`config.mk`:
```
export PLATFORM = sky130hd
export DESIGN_NAME = imm_gen_pipe_flat
export DESIGN_NICKNAME = d
export VERILOG_FILES = /design/src/rtl/imm_gen_pipe_if.sv /design/src/rtl/imm_gen_pipe.sv /design/src/flat_wrapper.sv
export SDC_FILE = /design/constraint.sdc
export NUM_CORES = 1
export LEC_CHECK = 0
export CORE_ASPECT_RATIO = 1.75
export CORE_MARGIN = 5
export CORE_UTILIZATION = 40
export CTS_BUF_LIST = sky130_fd_sc_hd__clkbuf_4 sky130_fd_sc_hd__clkbuf_8 sky130_fd_sc_hd__clkbuf_16
export CTS_CLUSTER_DIAMETER = 50
export DETAILED_ROUTE_END_ITERATION = 6
export DONT_BUFFER_PORTS = 1
export PLACE_DENSITY_LB_ADDON = 0.3
export SKIP_LAST_GASP = 1
export SLEW_MARGIN = 20
export SYNTH_ARGS = -nofsm -noshare
export SYNTH_HDL_FRONTEND = slang
export SYNTH_SLANG_ARGS = --single-unit
```
`constraint.sdc`:
```
create_clock -name clk -period 2.7 [get_ports clk]
set_input_delay 0.675 -clock clk [delete_from_list [all_inputs] [get_ports clk]]
set_output_delay 0.675 -clock clk [all_outputs]
set_load 0.01 [all_outputs]
```
`src/rtl/imm_gen_pipe_if.sv`:
```
// imm_gen_pipe_if
//   Handshake bundle for imm_gen_pipe.
//   Input side : in_valid, in_ready, in_instr[31:0], in_imm_sel[2:0], in_tag[TAG_W-1:0]
//   Output side: out_valid, out_ready, out_imm[XLEN-1:0], out_type[2:0], out_illegal,
//                out_tag[TAG_W-1:0]
//   master: the surrounding pipeline (drives in_*, out_ready)
//   slave : the immediate generator (drives in_ready, out_*)
`timescale 1ns/1ps
interface imm_gen_pipe_if #(
    parameter int unsigned XLEN  = 32,
    parameter int unsigned TAG_W = 32
);
    logic             in_valid;
    logic             in_ready;
    logic [31:0]      in_instr;
    logic [2:0]       in_imm_sel;
    logic [TAG_W-1:0] in_tag;
    logic             out_valid;
    logic             out_ready;
    logic [XLEN-1:0]  out_imm;
    logic [2:0]       out_type;
    logic             out_illegal;
    logic [TAG_W-1:0] out_tag;

    modport master (
        output in_valid, in_instr, in_imm_sel, in_tag, out_ready,
        input  in_ready, out_valid, out_imm, out_type, out_illegal, out_tag
    );

    modport slave (
        input  in_valid, in_instr, in_imm_sel, in_tag, out_ready,
        output in_ready, out_valid, out_imm, out_type, out_illegal, out_tag
    );
endinterface

```
`src/rtl/imm_gen_pipe.sv`:
```
// imm_gen_pipe
//   Registered, handshaked immediate generator for the decode stage. Decodes the
//   immediate format of a 32-bit instruction (from the opcode, or from in_imm_sel
//   when AUTO_SEL=0), sign-extends it to XLEN and holds results in a 2-entry skid
//   buffer so in_ready never depends combinationally on out_ready.
// Ports
//   clk, rst_n (async, active-low), flush (synchronous kill of all held entries)
//   bus (imm_gen_pipe_if.slave):
//     in_valid/in_ready/in_instr/in_imm_sel/in_tag  upstream handshake
//     out_valid/out_ready/out_imm/out_type/out_illegal/out_tag  downstream handshake
// Parameters
//   XLEN (32|64), TAG_W, AUTO_SEL (1: opcode decode, 0: in_imm_sel)
// Configuration macro
//   IMMGEN_ZICSR_EN: enables the Z format (zero-extended instr[19:15]) for
//   SYSTEM opcodes with instr[14]=1 and for manual select 5.
`timescale 1ns/1ps
module imm_gen_pipe #(
    parameter int unsigned XLEN     = 32,
    parameter int unsigned TAG_W    = 32,
    parameter bit          AUTO_SEL = 1'b1
) (
    input  logic           clk,
    input  logic           rst_n,
    input  logic           flush,
    imm_gen_pipe_if.slave  bus
);

    typedef enum logic [2:0] {
        FMT_I = 3'd0,
        FMT_S = 3'd1,
        FMT_B = 3'd2,
        FMT_U = 3'd3,
        FMT_J = 3'd4,
        FMT_Z = 3'd5
    } fmt_e;

    typedef enum logic [1:0] {
        S_EMPTY = 2'd0,
        S_ONE   = 2'd1,
        S_FULL  = 2'd2
    } state_e;

    typedef struct packed {
        logic [XLEN-1:0]  imm;
        logic [2:0]       typ;
        logic             ill;
        logic [TAG_W-1:0] tag;
    } entry_t;

    state_e state;
    entry_t main_q;
    entry_t skid_q;
    entry_t dec_entry;
    logic   out_valid_q;
    logic   in_ready_q;

    fmt_e            fmt;
    logic            ill;
    logic [31:0]     instr;
    logic [XLEN-1:0] imm_i, imm_s, imm_b, imm_u, imm_j, imm_z;
    logic [XLEN-1:0] dec_imm;

    assign instr = bus.in_instr;

    // Format resolution
    always_comb begin
        fmt = FMT_I;
        ill = 1'b0;
        if (AUTO_SEL) begin
            case (instr[6:0])
                7'b0010011, 7'b0000011, 7'b1100111: fmt = FMT_I;
                7'b0100011:                         fmt = FMT_S;
                7'b1100011:                         fmt = FMT_B;
                7'b0110111, 7'b0010111:             fmt = FMT_U;
                7'b1101111:                         fmt = FMT_J;
                7'b1110011: begin
`ifdef IMMGEN_ZICSR_EN
                    // funct3[2] selects the immediate (uimm) CSR forms
                    if (instr[14]) fmt = FMT_Z;
                    else           fmt = FMT_I;
`else
                    fmt = FMT_I;
`endif
                end
                default: ill = 1'b1;
            endcase
        end else begin
            case (bus.in_imm_sel)
                3'd0: fmt = FMT_I;
                3'd1: fmt = FMT_S;
                3'd2: fmt = FMT_B;
                3'd3: fmt = FMT_U;
                3'd4: fmt = FMT_J;
`ifdef IMMGEN_ZICSR_EN
                3'd5: fmt = FMT_Z;
`endif
                default: ill = 1'b1;
            endcase
        end
    end

    // Every format's sign bit is instr[31]: pre-fill with it, then overwrite the
    // low field. This works for both XLEN values without zero-width replications.
    always_comb begin
        imm_i        = {XLEN{instr[31]}};
        imm_i[11:0]  = instr[31:20];
        imm_s        = {XLEN{instr[31]}};
        imm_s[11:0]  = {instr[31:25], instr[11:7]};
        imm_b        = {XLEN{instr[31]}};
        imm_b[12:0]  = {instr[31], instr[7], instr[30:25], instr[11:8], 1'b0};
        imm_u        = {XLEN{instr[31]}};
        imm_u[31:0]  = {instr[31:12], 12'b0};
        imm_j        = {XLEN{instr[31]}};
        imm_j[20:0]  = {instr[31], instr[19:12], instr[20], instr[30:21], 1'b0};
        imm_z        = '0;
        imm_z[4:0]   = instr[19:15];

        dec_imm = '0;
        if (!ill) begin
            case (fmt)
                FMT_I:   dec_imm = imm_i;
                FMT_S:   dec_imm = imm_s;
                FMT_B:   dec_imm = imm_b;
                FMT_U:   dec_imm = imm_u;
                FMT_J:   dec_imm = imm_j;
                FMT_Z:   dec_imm = imm_z;
                default: dec_imm = '0;
            endcase
        end
    end

    always_comb begin
        dec_entry.imm = dec_imm;
        dec_entry.typ = fmt;
        dec_entry.ill = ill;
        dec_entry.tag = bus.in_tag;
    end

    logic in_fire, out_fire;
    assign in_fire  = bus.in_valid && in_ready_q;
    assign out_fire = out_valid_q && bus.out_ready;

    // Skid buffer: outputs come only from main_q; skid_q holds the second entry
    // accepted while the downstream stalls and refills main when it drains.
    always_ff @(posedge clk or negedge rst_n) begin
        if (!rst_n) begin
            state       <= S_EMPTY;
            main_q      <= '0;
            skid_q      <= '0;
            out_valid_q <= 1'b0;
            in_ready_q  <= 1'b1;
        end else if (flush) begin
            state       <= S_EMPTY;
            out_valid_q <= 1'b0;
            in_ready_q  <= 1'b1;
        end else begin
            case (state)
                S_EMPTY: begin
                    if (in_fire) begin
                        main_q      <= dec_entry;
                        out_valid_q <= 1'b1;
                        state       <= S_ONE;
                    end
                end
                S_ONE: begin
                    if (in_fire && !out_fire) begin
                        skid_q     <= dec_entry;
                        in_ready_q <= 1'b0;
                        state      <= S_FULL;
                    end else if (in_fire) begin
                        main_q <= dec_entry;
                    end else if (out_fire) begin
                        out_valid_q <= 1'b0;
                        state       <= S_EMPTY;
                    end
                end
                S_FULL: begin
                    if (out_fire) begin
                        main_q     <= skid_q;
                        in_ready_q <= 1'b1;
                        state      <= S_ONE;
                    end
                end
                default: begin
                    state       <= S_EMPTY;
                    out_valid_q <= 1'b0;
                    in_ready_q  <= 1'b1;
                end
            endcase
        end
    end

    assign bus.in_ready    = in_ready_q;
    assign bus.out_valid   = out_valid_q;
    assign bus.out_imm     = main_q.imm;
    assign bus.out_type    = main_q.typ;
    assign bus.out_illegal = main_q.ill;
    assign bus.out_tag     = main_q.tag;

endmodule
```
`src/flat_wrapper.sv`:
```
// flat-port wrapper written by rule: the top's interface ports become plain ports
module imm_gen_pipe_flat 
#(
    parameter int unsigned XLEN     = 32,
    parameter int unsigned TAG_W    = 32,
    parameter bit          AUTO_SEL = 1'b1
)
  (clk, rst_n, flush, bus_in_valid, bus_in_instr, bus_in_imm_sel, bus_in_tag, bus_out_ready, bus_in_ready, bus_out_valid, bus_out_imm, bus_out_type, bus_out_illegal, bus_out_tag);
  imm_gen_pipe_if #(.XLEN(XLEN), .TAG_W(TAG_W)) bus_i ();
  input  logic clk;
  input  logic rst_n;
  input  logic flush;
  input wire logic [$bits(bus_i.in_valid)-1:0] bus_in_valid;
  input wire logic [$bits(bus_i.in_instr)-1:0] bus_in_instr;
  input wire logic [$bits(bus_i.in_imm_sel)-1:0] bus_in_imm_sel;
  input wire logic [$bits(bus_i.in_tag)-1:0] bus_in_tag;
  input wire logic [$bits(bus_i.out_ready)-1:0] bus_out_ready;
  output wire logic [$bits(bus_i.in_ready)-1:0] bus_in_ready;
  output wire logic [$bits(bus_i.out_valid)-1:0] bus_out_valid;
  output wire logic [$bits(bus_i.out_imm)-1:0] bus_out_imm;
  output wire logic [$bits(bus_i.out_type)-1:0] bus_out_type;
  output wire logic [$bits(bus_i.out_illegal)-1:0] bus_out_illegal;
  output wire logic [$bits(bus_i.out_tag)-1:0] bus_out_tag;
  assign bus_i.in_valid = bus_in_valid;
  assign bus_i.in_instr = bus_in_instr;
  assign bus_i.in_imm_sel = bus_in_imm_sel;
  assign bus_i.in_tag = bus_in_tag;
  assign bus_i.out_ready = bus_out_ready;
  assign bus_in_ready = bus_i.in_ready;
  assign bus_out_valid = bus_i.out_valid;
  assign bus_out_imm = bus_i.out_imm;
  assign bus_out_type = bus_i.out_type;
  assign bus_out_illegal = bus_i.out_illegal;
  assign bus_out_tag = bus_i.out_tag;
  imm_gen_pipe #(.XLEN(XLEN), .TAG_W(TAG_W), .AUTO_SEL(AUTO_SEL)) u_core (.clk(clk), .rst_n(rst_n), .flush(flush), .bus(bus_i));
endmodule
```
# Word-level counts from Yosys, hierarchy flattened

Index checks and enable logic that the tools add are counted.

Register bits: 140
Input port bits: 72
Output and inout port bits: 70

Equality and inequality tests: 28
Multiplexer cells: 25
Bitwise gates (word level): 1
Reductions and logical operators: 14

Operators by type and width:

| operator                                       | number |
|---|---|
| 2-to-1 mux 68 bit                              | 3 |
| case mux 68 bit (3 select lines)               | 1 |
| case mux 32 bit (6 select lines)               | 1 |
| 2-to-1 mux 32 bit                              | 1 |
| == test 7 bit (second input constant)          | 4 |
| == test 7 x 5 -> 1 bit (second input constant) | 2 |
| == test 7 x 6 -> 1 bit (second input constant) | 2 |
| 2-to-1 mux 2 bit                               | 6 |
| != test 3 x 2 -> 1 bit (second input constant) | 4 |
| case mux 3 bit (4 select lines)                | 1 |
| 2-to-1 mux 1 bit                               | 9 |
| OR reduction 9 bit                             | 1 |
| AND reduction 4 bit                            | 2 |
| == test 7 x 2 -> 1 bit (second input constant) | 1 |
| == test 3 x 2 -> 1 bit (second input constant) | 2 |
| == test 3 bit (second input constant)          | 2 |
| != test 2 bit (second input constant)          | 3 |
| != test 3 bit (second input constant)          | 2 |
| case mux 1 bit (3 select lines)                | 2 |
| case mux 2 bit (3 select lines)                | 1 |
| AND reduction 3 bit                            | 2 |
| AND reduction 5 bit                            | 1 |
| != test 4 x 2 -> 1 bit (second input constant) | 1 |
| != test 4 bit (second input constant)          | 1 |
| 11 further kinds                               | 13 |

# Longest topological paths before layout

Depth in word-level cells: 9
Depth in mapped cells: 8

# Least setup slack after synthesis

Ideal clock, no wire load.

Path type: in2reg
Start point: input bus_in_instr[2]
End point: register u_core.main_q (netlist bit u_core.bus.out_imm[15])
Library setup time: 0.082 ns
Data arrival time: 2.102 ns
Slack: 0.515 ns
Cell stages on the path: 8
Path buffers: 3
Path through: buf_2 -> nor2_1 -> and3_1 -> nor4_2 -> or4_4 -> buf_6 -> buf_6 -> o22ai_1

Cells in the longest elaborated chain, start to end: 9
Elaborated cells on any way between the ends: 23

Ends and longest elaborated chain:

| what                                                             | RTL line                                 | RTL |
|---|---|---|
| start: declaration                                               | flat_wrapper.sv:14                       | `input wire logic [$bits(bus_i.in_instr)-1:0] bus_in_instr;` |
| == test 7 x 6 -> 1 bit or == test 7 x 5 -> 1 bit (tied branches) | imm_gen_pipe.sv:70                       | `case (instr[6:0])` |
| OR reduction 2 bit                                               | n/a                                      |  |
| case mux 3 bit (4 select lines)                                  | imm_gen_pipe.sv:70                       |  |
| == test 3 bit (tied with other cells)                            | imm_gen_pipe.sv:120                      | `case (fmt)` |
| case mux 32 bit (6 select lines)                                 | imm_gen_pipe.sv:120                      |  |
| 2-to-1 mux 32 bit (*)                                            | imm_gen_pipe.sv:119                      | `if (!ill) begin` |
| 2-to-1 mux 68 bit (*)                                            | imm_gen_pipe.sv:159, imm_gen_pipe.sv:170 |  |
| 2-to-1 mux 68 bit                                                | imm_gen_pipe.sv:166                      | `if (in_fire && !out_fire) begin` |
| case mux 68 bit (3 select lines) (*)                             | imm_gen_pipe.sv:157                      | `case (state)` |
| end signal: assignment                                           | imm_gen_pipe.sv:160                      | `main_q <= dec_entry;` |
| end signal: assignment                                           | imm_gen_pipe.sv:171                      | `main_q <= dec_entry;` |
| end signal: assignment                                           | imm_gen_pipe.sv:179                      | `main_q <= skid_q;` |
| end: declaration                                                 | imm_gen_pipe.sv:51                       | `entry_t main_q;` |

Every way passes the cells marked *; elsewhere a longest branch is shown, timed or not. The select of a mux whose other input is x is not followed.
A chain may end at the register's enable or synchronous reset.

# Worst setup path in the final report

Start point: register u_core.in_ready_q (netlist: u_core.bus.in_ready)
End point: register u_core.skid_q[46] (netlist bit)

Cells in the longest elaborated chain, start to end: 3

Ends and longest elaborated chain:

| what                          | RTL line            | RTL |
|---|---|---|
| start: declaration            | imm_gen_pipe.sv:55  | `logic in_ready_q;` |
| start signal: assignment      | imm_gen_pipe.sv:151 | `in_ready_q <= 1'b1;` |
| start signal: assignment      | imm_gen_pipe.sv:155 | `in_ready_q <= 1'b1;` |
| start signal: assignment      | imm_gen_pipe.sv:168 | `in_ready_q <= 1'b0;` |
| logical AND 1 bit             | imm_gen_pipe.sv:140 | `assign in_fire = bus.in_valid && in_ready_q;` |
| logical AND 1 bit             | imm_gen_pipe.sv:166 |  |
| AND reduction 3 bit (no line) | n/a                 |  |
| end signal: assignment        | imm_gen_pipe.sv:167 | `skid_q <= dec_entry;` |
| end: declaration              | imm_gen_pipe.sv:52  | `entry_t skid_q;` |

Every way passes these cells.

==> metrics.txt <==
most frequent cell after synthesis=dfrtp_1; critical path class=reg -> reg; clk sinks=140; DR iter-0 viols=180; top cell type's share of synthesized area=57.03%; Mapped Area=6100 sq um; Avg Cell Area, Syn=9.950 sq um; period utilization=82.18%; # IOs=142; initial cell density of the core=40.90%; ANT nets after route=0; fin util=45.75%; crit path capture type=register; cell family with most CP delay=simple AND/OR/NAND/NOR gates; number of global-route vias before repair=4603; root buf cell=clkbuf_16; combined buffer and inverter count along the critical path=0; Post-DP HPWL=10.41 mm; global-route wire length before repair=24.38 mm; WL met3=1.162 mm; Routed met2 length=8.155 mm; Setup TNS Final=0 ps; die extent in y=173.4 microns; top_reg_cell synth=dfrtp_1; Req. time, crit path=3050 ps; top cells by area, synth=dfrtp_1 57%, nand2_1 6.4%, mux2_2 6.3%; Startpoint Class=register; Initial DRT Pass Iterations=4; vias per inst=5.679; drt wl/cell=19.01 microns; Die Wd=103.3 microns; Clock Path Buffers=2; largest net degree at the start of global routing=141; PD cells=1004 nW/um^2; GP Congestion=0.7653; hold_ws=-40.31 ps; Post-synth EDFFs=0; Routed WL=15.05 mm; DP Worst Slack=379.7 ps; Tmin final=2219 ps; Post CTS Setup Buffer Count=0; final setup margin=481.1 ps; Post-Route M1 WL=5.395 mm; Commonest cells post-synth=139 x dfrtp_1, 104 x nand2_1, 79 x nor2_1; Inserted Clock Buffers=17; internal power=0.004800 W; Worst-Margin Slew=1060 ps; final hold vios=130; sequential area share after synthesis=57.46%; Die ar.=17920 sq um; Fill cells=1417; crit-path max cell delay=750 ps; Sw Share=29.92%; CTS tree=built; Reg power frac=50.3%; DR vias=4498; Overflow after GRT=0; Setup Skew=11.90 ps; Slew HR=29.31%; GRT Total Usage=17.40%; MaxCap Viol Count=0; DRC=0; Diodes inserted=0; Worst IR Drop VDD=0.0004514 V; total power=0.006849 W; CP arrival=2570 ps; post-CTS sizing=0; Cell variety after synth=45; fin nets=669; CORE AREA=14910 sq um; Synth Register Bits=140; RSZ-0062 raised after global routing=no; crit-path cells=nand2_1 -> nor2_1 -> nand3b_1 -> nor3_1 -> a22o_1; Max Clk Rate=0.4507 GHz; worst hold path class=in -> async; worst-skew pair later-pin latency=410 ps; initial antenna violation count=0; failing checks=negative hold slack; clock power share=34.8%; Ys Warns=0; Worst-path clk slew=60 ps; Core Rows=59; combinational power share=14.9%; layout cell share with drive strength beyond 1=13.96%; Net Sw Power=0.002049 W; layout overhead on the synthesized area=11.86%; max-slew violations=0; htree depth=4; post-synthesis cell count=613; Top Layer Used=met4; cell taking the most area after synthesis=dfrtp_1; Crit Path Max Fanout=6; Async SR Flop Fraction=100.0%; Syn Nets=685; Pleak=2.979 nW; run status=complete, but fails checks; Port Buffer Count=0; Critical-path top delay cell=nor3_1; Setup violations, final=0
power by group through the flow:
stage / combinational, W / clock (W) / sequential (W)
2_1_floorplan: 0.000876 / 0 / 0.00332
3_3_place_gp: 0.000989 / 0 / 0.00347
3_5_place_dp: 0.00103 / 0 / 0.00351
4_1_cts: 0.00103 / 0.00245 / 0.00347
5_1_grt: 0.00117 / 0.00254 / 0.00354
6_report: 0.00102 / 0.00238 / 0.00345
area by class of cell:
class | instances | area, sq um | area share [%]
sequential | 140 | 3505 | 51.37
inverter | 2 | 7.507 | 0.1100
multi-input combinational | 425 | 2390 | 35.03
timing repair buffer | 11 | 82.58 | 1.210
clock inverter | 12 | 162.7 | 2.384
tap | 183 | 229.0 | 3.356
clock buffer | 19 | 446.7 | 6.547
routing by layer:
layer | GRT usage [%] | up-vias
li1 | - | 2120
met1 | 19.13 | 2193
met2 | 29.95 | 160
met3 | 5.679 | 25
met4 | 7.239 | 0
met5 | 0 | -
registers in the layout, summed over array words and instances (netlist names):
name and flops:
u_core.bus.out_illegal 1, u_core.bus.out_type 3, u_core.state 2, u_core.bus.out_valid 1, u_core.bus.out_tag 32, u_core.bus.out_imm 32
u_core.skid_q 68, u_core.bus.in_ready 1
worst reg2reg max path, cell delays in order (launching register included):
cell      delay, ps
dfstp_2         580
nand2_1         120
nor2_1          230
nand3b_1        250
nor3_1          750
a22o_1          240
kinds of logic (layout without fill, tap and decap cells):
family / after synthesis / after routing / share of synthesized area (%)
buffers and inverters: 48 / 44 / 3.610
AO/OA/AOI/OAI: 176 / 176 / 17.44
multiplexers: 35 / 35 / 6.441
flip-flops: 140 / 140 / 57.46
AND/OR/NAND/NOR: 214 / 214 / 15.06
worst paths after layout:
| path | from | to | slack (ps) | depth (start not counted) |
|---|---|---|---|---|
| min in group clk | flush | u_core.state[0]$_DFFE_PN0P_ | 320 | 1 |
| setup reg to reg | u_core.bus.in_ready$_DFFE_PN1P_ | u_core.skid_q[46]$_DFFE_PN0P_ | 480 | 5 |
| hold reg to reg | u_core.skid_q[33]$_DFFE_PN0P_ | u_core.skid_q[33]$_DFFE_PN0P_ | 480 | 2 |
| max in group asynchronous | rst_n | u_core.bus.out_illegal$_DFFE_PN0P_ | 2520 | 0 |
| hold / removal | rst_n | u_core.skid_q[8]$_DFFE_PN0P_ | -40 | 0 |
| setup / recovery | u_core.bus.in_ready$_DFFE_PN1P_ | u_core.skid_q[46]$_DFFE_PN0P_ | 480 | 5 |
placed cells by master, fill, tap and decap left out, drive strengths merged, types with 2 or more instances in the layout:
master / instances
a21o: 2
a21oi: 55
a221oi: 6
a22o: 8
a22oi: 5
a31oi: 33
and2: 3
and3: 2
buf: 11
bufinv: 3
clkbuf: 19
clkinv: 5
clkinvlp: 2
dfrtp: 139
inv: 4
mux2: 34
nand2: 104
nand2b: 4
nand3b: 3
nor2: 79
nor3: 7
nor4: 2
o21ai: 34
o21bai: 2
o22ai: 25
or3: 2
per-stage QoR:
step	hold WS (ps)	area [sq um]	std cells
finish	-40.31	6823	792
CTS	-65.44	6823	792
floorplan	379.4	6100	613
global route	-73.09	6823	792
detailed placement	384.2	6213	761
global placement	383.9	6213	761
Note: power is estimated with default switching activity, not from simulation.
